[config.mk]
export PLATFORM = sky130hd
export DESIGN_NAME = uart_frame_tx
export DESIGN_NICKNAME = d
export VERILOG_FILES = /design/src/rtl/uart_frame_tx.sv
export SDC_FILE = /design/constraint.sdc
export NUM_CORES = 1
export LEC_CHECK = 0
export ABC_AREA = 1
export CAP_MARGIN = 15
export CORE_ASPECT_RATIO = 1.5
export CORE_MARGIN = 3
export CORE_UTILIZATION = 53
export CTS_CLUSTER_DIAMETER = 150
export DETAILED_ROUTE_END_ITERATION = 16
export PLACE_DENSITY_LB_ADDON = 0.05
export SLEW_MARGIN = 20
export SYNTH_ARGS = -nofsm -noshare
export SYNTH_HDL_FRONTEND = slang
export SYNTH_SLANG_ARGS = --single-unit
[constraint.sdc]
create_clock -name clock -period 1.9 [get_ports clock]
set_input_delay 0.38 -clock clock [delete_from_list [all_inputs] [get_ports clock]]
set_output_delay 0.38 -clock clock [all_outputs]
set_load 0.1 [all_outputs]
[src/rtl/uart_frame_tx.sv]
// uart_frame_tx: sends a 24-bit frame as three back-to-back 8N1 UART characters
//   clock        system clock, rising edge
//   reset        synchronous active-low reset
//   partida      start request, sampled only while idle
//   dados        frame; byte 0 = dados[23:16] goes out first
//   saidaSerial  registered UART TX line, idles high
//   ocupado      high while a frame is in progress
//   pronto       one-cycle pulse when the last stop bit completes
module uart_frame_tx #(
    parameter int unsigned CLKS_PER_BIT = 434
) (
    input  logic        clock,
    input  logic        reset,
    input  logic        partida,
    input  logic [23:0] dados,
    output logic        saidaSerial,
    output logic        ocupado,
    output logic        pronto
);
    localparam int BW = $clog2(CLKS_PER_BIT);
    localparam logic [BW-1:0] LAST = BW'(CLKS_PER_BIT - 1);

    typedef enum logic [1:0] {IDLE, START_BIT, DATA_BITS, STOP_BIT} state_t;

    state_t      state;
    logic [23:0] shiftReg;
    logic [BW-1:0] baudCnt;
    logic [2:0]  bitIdx;
    logic [1:0]  byteIdx;
    logic [7:0]  curByte;
    logic        bitEnd;

    always_comb begin
        curByte = byteIdx == 2'd0 ? shiftReg[23:16] :
                  byteIdx == 2'd1 ? shiftReg[15:8] : shiftReg[7:0];
        bitEnd  = baudCnt == LAST;
    end

    // Each output bit is driven together with the state change so the line
    // stays a registered output and every bit lasts exactly CLKS_PER_BIT cycles.
    always_ff @(posedge clock) begin
        if (!reset) begin
            state       <= IDLE;
            shiftReg    <= '0;
            baudCnt     <= '0;
            bitIdx      <= '0;
            byteIdx     <= '0;
            saidaSerial <= 1'b1;
            ocupado     <= 1'b0;
            pronto      <= 1'b0;
        end else begin
            pronto <= 1'b0;
            case (state)
                IDLE: begin
                    baudCnt     <= '0;
                    bitIdx      <= '0;
                    byteIdx     <= '0;
                    saidaSerial <= 1'b1;
                    if (partida) begin
                        shiftReg    <= dados;
                        state       <= START_BIT;
                        saidaSerial <= 1'b0;
                        ocupado     <= 1'b1;
                    end
                end
                START_BIT: begin
                    baudCnt <= bitEnd ? '0 : baudCnt + 1'b1;
                    if (bitEnd) begin
                        state       <= DATA_BITS;
                        saidaSerial <= curByte[0];
                    end
                end
                DATA_BITS: begin
                    baudCnt <= bitEnd ? '0 : baudCnt + 1'b1;
                    if (bitEnd) begin
                        if (bitIdx == 3'd7) begin
                            state       <= STOP_BIT;
                            bitIdx      <= '0;
                            saidaSerial <= 1'b1;
                        end else begin
                            bitIdx      <= bitIdx + 3'd1;
                            saidaSerial <= curByte[bitIdx + 3'd1];
                        end
                    end
                end
                STOP_BIT: begin
                    baudCnt <= bitEnd ? '0 : baudCnt + 1'b1;
                    if (bitEnd) begin
                        if (byteIdx == 2'd2) begin
                            state   <= IDLE;
                            byteIdx <= '0;
                            ocupado <= 1'b0;
                            pronto  <= 1'b1;
                        end else begin
                            // next start bit follows the stop bit with no gap
                            state       <= START_BIT;
                            byteIdx     <= byteIdx + 2'd1;
                            saidaSerial <= 1'b0;
                        end
                    end
                end
                default: state <= IDLE;
            endcase
        end
    end
endmodule

==> impl_metrics.py, run 1 <==
metrics = {
    "run": {
        "drv_cap": 0,
    },
    "cells_and_area": {
        "final_util_pct": 66.7,
        "layout.nets": 346,
        "antennaDiodeCount": 0,
        "area_delta_synth_final_pct": 20.8,
        "drive_above_1_share_pct": 8.36,
    },
    "timing": {
        "worst_pin_slew_ps": 433,
        "hold_slack_ps": 454,
        "fin_crit_ps": 1620,
        "setup-tns-final_ps": 0,
        "fin_skew_ps": 8.31,
        "fmax_ghz": 0.619,
        "setup_violations": 0,
        "hold_viol": 0,
        "rsz0062_at_grt": "no",
        "slew-limit-headroom_pct": 71.1,
        "drv_slew": 0,
        "period_share_pct": 85.0,
    },
    "placed_design": {
        "io_buffers": 29,
        "gp_congestion": 0.870,
        "dpl.hpwl_mm": 3.21,
    },
    "grt": {
        "antenna_found_initial": 0,
        "grt_max_degree": 41,
        "grt_overflow": 0,
        "groute.usage.overall_pct": 20.0,
        "grt_pass1_vias": 1760,
        "grt_pass1_wl_mm": 7.31,
    },
    "logic_synthesis": {
        "synthXorXnorAreaFrac_pct": 0.861,
        "yosys_warnings": 0,
        "yosys.area_share.simple_pct": 22.9,
        "synth-seq-cells": 43,
        "synth.area.mux_share_pct": 0,
        "yosysUniqueCellTypes": 27,
        "synth_fa_ha_area_share_pct": 5.54,
        "synth_area_um2": 2030,
        "avgSynthCellArea_um2": 7.29,
        "synthCells": 279,
        "synth_compound_area_share_pct": 18.6,
        "ys_seq_area_share_pct": 42.3,
        "synth_top_family_by_area": "simple AND/OR/NAND/NOR gates",
        "mappedNetlistNets": 315,
    },
    "clock_network": {
        "cts_resized": 0,
        "root_buffer": "clkbuf_8",
        "cts_buffers": 5,
        "worstSkewPairLatency_ps": 300,
        "hold_buffers": 0,
        "numClockSinks": 43,
        "h-tree-depth": 2,
        "post_cts_buffers": 0,
        "cts.clk_slew.worst_paths_ps": 70,
        "cts_tree": "built",
        "clockBufferDepth": 2,
    },
    "drt": {
        "drt_wl_total_mm": 4.08,
        "first_pass_iters": 4,
        "vias_per_cell": 5.07,
        "drc": 0,
        "first_iter_violations": 59,
        "drtAntennaViolNets": 0,
        "routed-via-count": 1795,
        "wl_per_cell_um": 11.5,
    },
    "floorplan": {
        "core_um2": 3680,
        "fp.dieArea_um2": 4630,
        "start_util_pct": 55.2,
        "core.rowCount": 27,
        "io_pins": 30,
        "die_x_um": 56.6,
        "die_h_um": 81.9,
    },
    "worst_setup_path": {
        "required_ps": 2130,
        "crit_path_end_kind": "flop",
        "crit_fanout": 7,
        "crit_arrival_ps": 1840,
        "startpoint_type": "flop",
        "critPathKind": "reg -> reg",
    },
    "worst_hold_path": {
        "worstHoldPathType": "reg -> reg",
    },
    "power_and_ir_drop": {
        "power.density_nw_per_um2": 1050,
        "ir_worst_vdd_v": 0.000685,
        "p_leak_uw": 0.00102,
    },
    "outcome": {
        "status": "completed",
    },
}
==> cells by family after synthesis <==
logic type,count (synthesis)
flip-flops,43
adder cells (fa/ha/maj),9
buffers and inverters,52
AND/OR/NAND/NOR,100
XOR/XNOR,2
AO/OA/AOI/OAI,73
==> area by class of cell <==
type | instances | area, µm²
Fill cell | 340 | 1220
Multi-Input combinational cell | 184 | 975
Sequential cell | 43 | 861
Timing Repair Buffer | 32 | 318
Inverter | 44 | 165
Clock buffer | 6 | 72.6
Tap cell | 43 | 53.8
Clock inverter | 2 | 12.5
==> synthesized netlist by cell type <==
| master | instances | share of area (%) |
|---|---|---|
| o21ai_2 | 1 | 0.43 |
| nor2_1 | 26 | 4.8 |
| nand3b_1 | 1 | 0.37 |
| nand3_1 | 16 | 3.9 |
| a41oi_1 | 1 | 0.43 |
| or2_2 | 4 | 1.2 |
| or2_0 | 1 | 0.31 |
| o211ai_1 | 1 | 0.37 |
| buf_4 | 1 | 0.37 |
| clkbuf_1 | 6 | 1.1 |
| nor2_4 | 2 | 1.1 |
| nand4_2 | 1 | 0.61 |
| xnor2_1 | 2 | 0.86 |
| a21oi_1 | 40 | 9.8 |
| o21ai_0 | 29 | 7.1 |
| nand2_1 | 39 | 7.2 |
| nor3b_1 | 1 | 0.37 |
| ha_1 | 9 | 5.5 |
| dfxtp_1 | 43 | 42 |
| nand4_1 | 3 | 0.92 |
| nor3_2 | 2 | 0.98 |
| buf_1 | 1 | 0.18 |
| inv_2 | 1 | 0.18 |
| inv_1 | 43 | 7.9 |
| nand2_2 | 2 | 0.61 |
| nor3_1 | 2 | 0.49 |
| o21a_1 | 1 | 0.37 |
==> registers in the layout (all words and copies together), names as in the netlist <==
name         cells
bitIdx           3
baudCnt          9
pronto           1
saidaSerial      1
ocupado          1
state            2
byteIdx          2
shiftReg        24
==> report_power, final <==
group          total, µW  internal [µW]  leakage (µW)  switching [µW]
Clock                558            257     0.0000412             301
Sequential          1160           1080      0.000353            77.2
Combinational        869            316      0.000621             554
==> per-stage QoR <==
step           area [µm²]  power (µW)  instances  worst slack, ps
4_1_cts              2460        2620        354              269
6_report             2460        2580        354              284
3_3_place_gp         2370        2030        346              228
2_1_floorplan        2030        1800        279              509
3_5_place_dp         2370        2050        346              191
5_1_grt              2460        2770        354             76.9
==> critical path, stage by stage (launching register included) <==
cell,delay (ps)
dfxtp_1,420
ha_1,170
nand2_1,60
nor3_2,160
nand2_2,160
nand2_2,110
nand4_2,120
or2_0,220
a21oi_1,130
==> cell usage in the layout, fill, tap and decap left out, types with 5 or more instances in the layout <==
cell / instances
a21oi_1: 40
buf_4: 5
nor2_1: 26
o21ai_0: 29
dfxtp_1: 43
clkdlybuf4s50_1: 26
clkbuf_8: 5
inv_1: 43
nand2_1: 39
ha_1: 9
nand3_1: 16
==> metal layers <==
layer / track usage, % / vias up / part of all wire [%]
met5: 0 / - / 0
met4: 7.84 / 0 / 1.3
met3: 3.77 / 4 / 3.7
met2: 38.4 / 33 / 55
met1: 21.1 / 793 / 40
li1: - / 965 / -
==> final timing paths <==
kind,depth (start not counted),end,slack [ps],start
hold reg to reg,2,shiftReg[12],450,shiftReg[12]
setup reg to reg,8,state[0],280,baudCnt[0]
setup / recovery,8,state[0],280,baudCnt[0]
hold / removal,2,shiftReg[12],450,shiftReg[12]
Power figures use the tool's default switching activity.
==> run 2, diff against run 1 <==
--- a/config.mk
+++ b/config.mk
@@ -8,11 +8,11 @@
 export ABC_AREA = 1
 export CAP_MARGIN = 15
 export CORE_ASPECT_RATIO = 1.5
-export CORE_MARGIN = 3
+export CORE_MARGIN = 4
 export CORE_UTILIZATION = 53
 export CTS_CLUSTER_DIAMETER = 150
 export DETAILED_ROUTE_END_ITERATION = 16
-export PLACE_DENSITY_LB_ADDON = 0.05
+export PLACE_DENSITY = 0.78
 export SLEW_MARGIN = 20
 export SYNTH_ARGS = -nofsm -noshare
 export SYNTH_HDL_FRONTEND = slang
==> run 2 against run 1 <==
Effect of this change:
- critical path depth is 3 higher
- register-to-register slack lost 30 ps
- clock skew hardly changed
- first-iteration DRC count is 10% higher
- critical path type unchanged
- count of clock-buffer cells in the layout unchanged
- setup slack lost 27 ps
- cell count fell by 0.28%
- routed wire length up 6.3%
==> impl_metrics.py, run 2 (synthesis gave the netlist of run 1 again) <==
metrics = {
    "outcome": {
        "status": "completed",
    },
    "clock_network": {
        "h-tree-depth": 2,
        "clockBufferDepth": 2,
        "cts_resized": 0,
        "hold_buffers": 0,
        "numClockSinks": 43,
        "cts_buffers": 5,
        "cts_tree": "built",
        "cts.clk_slew.worst_paths_ps": 80,
        "post_cts_buffers": 0,
        "worstSkewPairLatency_ps": 300,
        "root_buffer": "clkbuf_8",
    },
    "timing": {
        "rsz0062_at_grt": "no",
        "setup-tns-final_ps": 0,
        "period_share_pct": 86.5,
        "fin_crit_ps": 1640,
        "worst_pin_slew_ps": 475,
        "fin_ws_ps": 257,
        "slew-limit-headroom_pct": 68.3,
        "hold_viol": 0,
        "drv_slew": 0,
        "fin_skew_ps": 8.45,
        "fmax_ghz": 0.609,
        "setup_violations": 0,
    },
    "worst_hold_path": {
        "hold_depth": 2,
        "hp-start": "shiftReg[18]",
        "worstHoldPathType": "reg -> reg",
        "worstHoldEndpoint": "shiftReg[18]",
    },
    "worst_setup_path": {
        "timing.rr.end": "saidaSerial",
        "startpoint_type": "flop",
        "ff2ff_setup_slack_ps": 260,
        "required_ps": 2090,
        "reg2reg_depth": 11,
        "crit_arrival_ps": 1840,
        "critPathKind": "reg -> reg",
        "rr_startpoint": "byteIdx[1]",
        "crit_path_end_kind": "flop",
        "crit_fanout": 10,
    },
    "cells_and_area": {
        "layout.nets": 345,
        "largest_reg_flops": 24,
        "area_delta_synth_final_pct": 21.6,
        "finalInstanceArea_um2": 2470,
        "layout_common_cells": "inv_1, dfxtp_1, a21oi_1, nand2_1, o21ai_0",
        "fillCellCount": 337,
        "drive_above_1_share_pct": 8.39,
        "antennaDiodeCount": 0,
        "regMostFlops": "shiftReg",
        "final_cell_count_no_fill": 353,
        "top_regs": "shiftReg: 24 flops, baudCnt: 9 flops, bitIdx: 3 flops",
    },
    "power_and_ir_drop": {
        "power.density_nw_per_um2": 1110,
        "ir_worst_vdd_v": 0.000753,
        "p_leak_uw": 0.00103,
    },
    "grt": {
        "groute.usage.overall_pct": 19.3,
        "grt_pass1_wl_mm": 7.38,
        "grt_max_degree": 46,
        "grt_pass1_vias": 1727,
        "grt_overflow": 0,
        "antenna_found_initial": 0,
    },
    "drt": {
        "wl_per_cell_um": 12.3,
        "first_iter_violations": 65,
        "first_pass_iters": 5,
        "drtAntennaViolNets": 0,
        "routed-via-count": 1827,
        "vias_per_cell": 5.18,
        "drc": 0,
        "drt_wl_total_mm": 4.34,
    },
    "floorplan": {
        "core_um2": 3680,
        "fp.dieArea_um2": 4910,
        "core.rowCount": 27,
        "start_util_pct": 55.2,
        "die_x_um": 58.6,
        "io_pins": 30,
        "die_h_um": 83.9,
    },
    "placed_design": {
        "io_buffers": 29,
        "pre_cts_ws_ps": 283,
        "dpl.hpwl_mm": 3.19,
        "placed_cells": 345,
        "dpl-instance-area_um2": 2350,
        "gp_congestion": 0.817,
    },
    "run": {
        "drv_cap": 0,
    },
}
## run 2: through the flow
stage / power (µW) / utilization [%] / hold slack (ps)
final: 2750 / 67.2 / 452
after global routing: 2940 / 67.2 / 484
after CTS: 2780 / 67.2 / 458
after detailed placement: 2030 / 63.9 / 445
after global placement: 2000 / 63.9 / 439
after floorplan: 1800 / - / 429
## run 2: how the worst max path moves through the flow
stage               startpoint     endpoint  slack (ps)  cells past startpoint
floorplan           baudCnt[0]     state[0]         510                      8
global placement    baudCnt[0]     state[0]         310                      8
detailed placement     partida  shiftReg[8]         280                      5
CTS                 baudCnt[0]     state[0]         270                      8
global route        byteIdx[1]  saidaSerial          70                     11
finish              byteIdx[1]  saidaSerial         260                     11
## run 2: report_power, final
part,leakage (µW),switching (µW),internal (µW)
sequential,0.000353,75.1,1080
clock,0.0000618,314,432
combinational,0.000610,550,299
total,0.00103,939,1810
## run 2: layer usage
layer,GRT usage (%),routed length [µm],up-vias
met5,0,0,-
met4,6.80,78,0
met3,4.18,155,9
met2,37.1,2400,44
met1,19.2,1710,812
li1,-,-,962
## run 2: critical path: stages (launching register included)
cell     delay, ps
dfxtp_1        620
inv_1          190
nor2_1         140
nor2_1          60
nand3_1         80
nand3_1         70
nand3_1         80
nand3_1         70
nand2_1         60
nand2_1         60
nand2_1         60
nand2_1         40
## run 2: final cells by class
cell class	count	area, µm²	area share [%]
inverter	44	165	6.68
clock buffer	6	82.6	3.34
sequential	43	861	34.8
tap	43	53.8	2.18
timing repair buffer	31	298	12.0
multi-input combinational	184	975	39.4
clock inverter	2	38.8	1.57
==> run 3, diff against run 2 <==
--- a/config.mk
+++ b/config.mk
@@ -8,7 +8,7 @@
 export ABC_AREA = 1
 export CAP_MARGIN = 15
 export CORE_ASPECT_RATIO = 1.5
-export CORE_MARGIN = 4
+export CORE_MARGIN = 8
 export CORE_UTILIZATION = 53
 export CTS_CLUSTER_DIAMETER = 150
 export DETAILED_ROUTE_END_ITERATION = 16
==> constraint.sdc (replaced) <==
create_clock -name clock -period 1.7 [get_ports clock]
set_input_delay 0.34 -clock clock [delete_from_list [all_inputs] [get_ports clock]]
set_output_delay 0.34 -clock clock [all_outputs]
set_load 0.1 [all_outputs]
==> run 3 against run 2 <==
Effect of this change:
- routed wire length is 0.76% higher
- global-route usage decreased by 3.7 points
- setup slack got worse by 110 ps
- largest power group unchanged
- maximum frequency up 6.0%
- combinational power rose by 22%
- die area grew 24%
==> impl_metrics.py, run 3 (synthesis gave the netlist of run 1 again) <==
metrics = {
    "placed_design": {
        "dpl.hpwl_mm": 3.32,
        "placed_cells": 349,
        "io_buffers": 29,
        "gp_congestion": 0.860,
    },
    "power_and_ir_drop": {
        "pwr-share-comb_pct": 34.1,
        "switching_share_pct": 34.8,
        "power.density_nw_per_um2": 1190,
        "p_leak_uw": 0.00106,
        "power.share.clock_pct": 23.5,
        "p_int_uw": 1990,
        "seqPwrFrac_pct": 42.4,
        "ir_worst_vdd_v": 0.00103,
        "power.switching_uw": 1060,
    },
    "cells_and_area": {
        "area_delta_synth_final_pct": 25.4,
        "antennaDiodeCount": 0,
        "final_util_pct": 69.3,
        "regMostFlops": "shiftReg",
        "drive_above_1_share_pct": 10.1,
        "layout.nets": 351,
        "largest_reg_flops": 24,
        "final_cell_count_no_fill": 359,
        "layout_common_cells": "inv_1, dfxtp_1, a21oi_1, nand2_1, o21ai_0",
        "top_regs": "shiftReg: 24 flops, baudCnt: 9 flops, bitIdx: 3 flops",
    },
    "worst_setup_path": {
        "startpoint_type": "flop",
        "slowest_delay_ps": 340,
        "crit_top_cell": "nand2_2",
        "crit_chain": "inv_1 -> ha_1 -> nand2_1 -> nor3_2 -> nand2_2 -> nand2_2 -> nand4_2 -> or2_0 -> a21oi_1",
        "crit_fanout": 7,
        "crit_path_end_kind": "flop",
        "required_ps": 1930,
        "critPathSlowestCell": "dfxtp_1",
        "critPathKind": "reg -> reg",
        "crit_arrival_ps": 1780,
    },
    "outcome": {
        "status": "completed",
    },
    "floorplan": {
        "core_um2": 3680,
        "fp.dieArea_um2": 6120,
        "die_h_um": 91.9,
        "core.rowCount": 27,
        "io_pins": 30,
        "start_util_pct": 55.2,
        "die_x_um": 66.6,
    },
    "grt": {
        "grt_max_degree": 46,
        "antenna_found_initial": 0,
        "groute.usage.overall_pct": 15.6,
        "grt_pass1_wl_mm": 7.67,
        "grt_overflow": 0,
        "grt_pass1_vias": 1855,
    },
    "timing": {
        "worst_pin_slew_ps": 334,
        "fmax_ghz": 0.646,
        "hold_slack_ps": 452,
        "fin_skew_ps": 4.66,
        "slew-limit-headroom_pct": 77.6,
        "setup_violations": 0,
        "drv_slew": 0,
        "fin_crit_ps": 1550,
        "period_share_pct": 91.1,
        "hold_viol": 0,
    },
    "clock_network": {
        "cts.clk_slew.worst_paths_ps": 80,
        "h-tree-depth": 2,
        "cts_tree": "built",
        "cts_resized": 0,
        "post_cts_buffers": 0,
        "numClockSinks": 43,
        "clockBufferDepth": 2,
        "root_buffer": "clkbuf_8",
        "worstSkewPairLatency_ps": 300,
        "hold_buffers": 0,
        "cts_buffers": 5,
    },
    "run": {
        "drv_cap": 0,
    },
    "drt": {
        "drtAntennaViolNets": 0,
        "first_iter_violations": 75,
        "vias_per_cell": 5.12,
        "drc": 0,
        "drt_wl_total_mm": 4.37,
        "routed-via-count": 1837,
        "wl_per_cell_um": 12.2,
        "first_pass_iters": 4,
    },
    "worst_hold_path": {
        "worstHoldPathType": "reg -> reg",
    },
}
-- run 3: cell type report --
class / instances / area, µm²
timing repair buffer: 37 / 393
clock inverter: 1 / 7.51
fill: 311 / 1130
inverter: 44 / 165
clock buffer: 7 / 96.3
sequential: 43 / 861
tap: 43 / 53.8
multi-input combinational: 184 / 975
-- run 3: final timing paths --
check	start	to	slack [ps]	depth (start not counted)
worst min-delay path	shiftReg[20]	shiftReg[20]	450	2
worst max-delay path	baudCnt[1]	state[0]	150	9
worst max register to register	baudCnt[1]	state[0]	150	9
worst min register to register	shiftReg[20]	shiftReg[20]	450	2
-- run 3: metal layers --
metal	vias up	wire [µm]	GRT usage (%)
li1	969	-	-
met1	834	1780	15.9
met2	27	2350	28.3
met3	7	129	3.29
met4	0	102	7.16
met5	-	0	0
-- run 3: critical path: cells and delay by family, from the launching register on --
family          cells  cell delay, ps
compound gates      1             130
fa+ha+maj           1             120
buf+inv             1              60
flops               1             340
simple gates        6             830
-- run 3: stage by stage --
stage	TNS [ps]	instance area (µm²)	power, µW	setup slack, ps
after floorplan	0	2030	2010	309
after global placement	0	2430	2320	159
after detailed placement	0	2430	2350	163
after CTS	0	2540	3050	164
after global routing	-19.6	2550	3240	-19.6
final	0	2550	3050	151
-- run 3: power groups by stage --
stage               Clock [µW]  Combinational, µW  Sequential, µW
finish                     715               1040            1290
global placement             0               1010            1310
CTS                        726               1030            1290
detailed placement           0               1030            1320
global route               764               1170            1310
floorplan                    0                587            1420
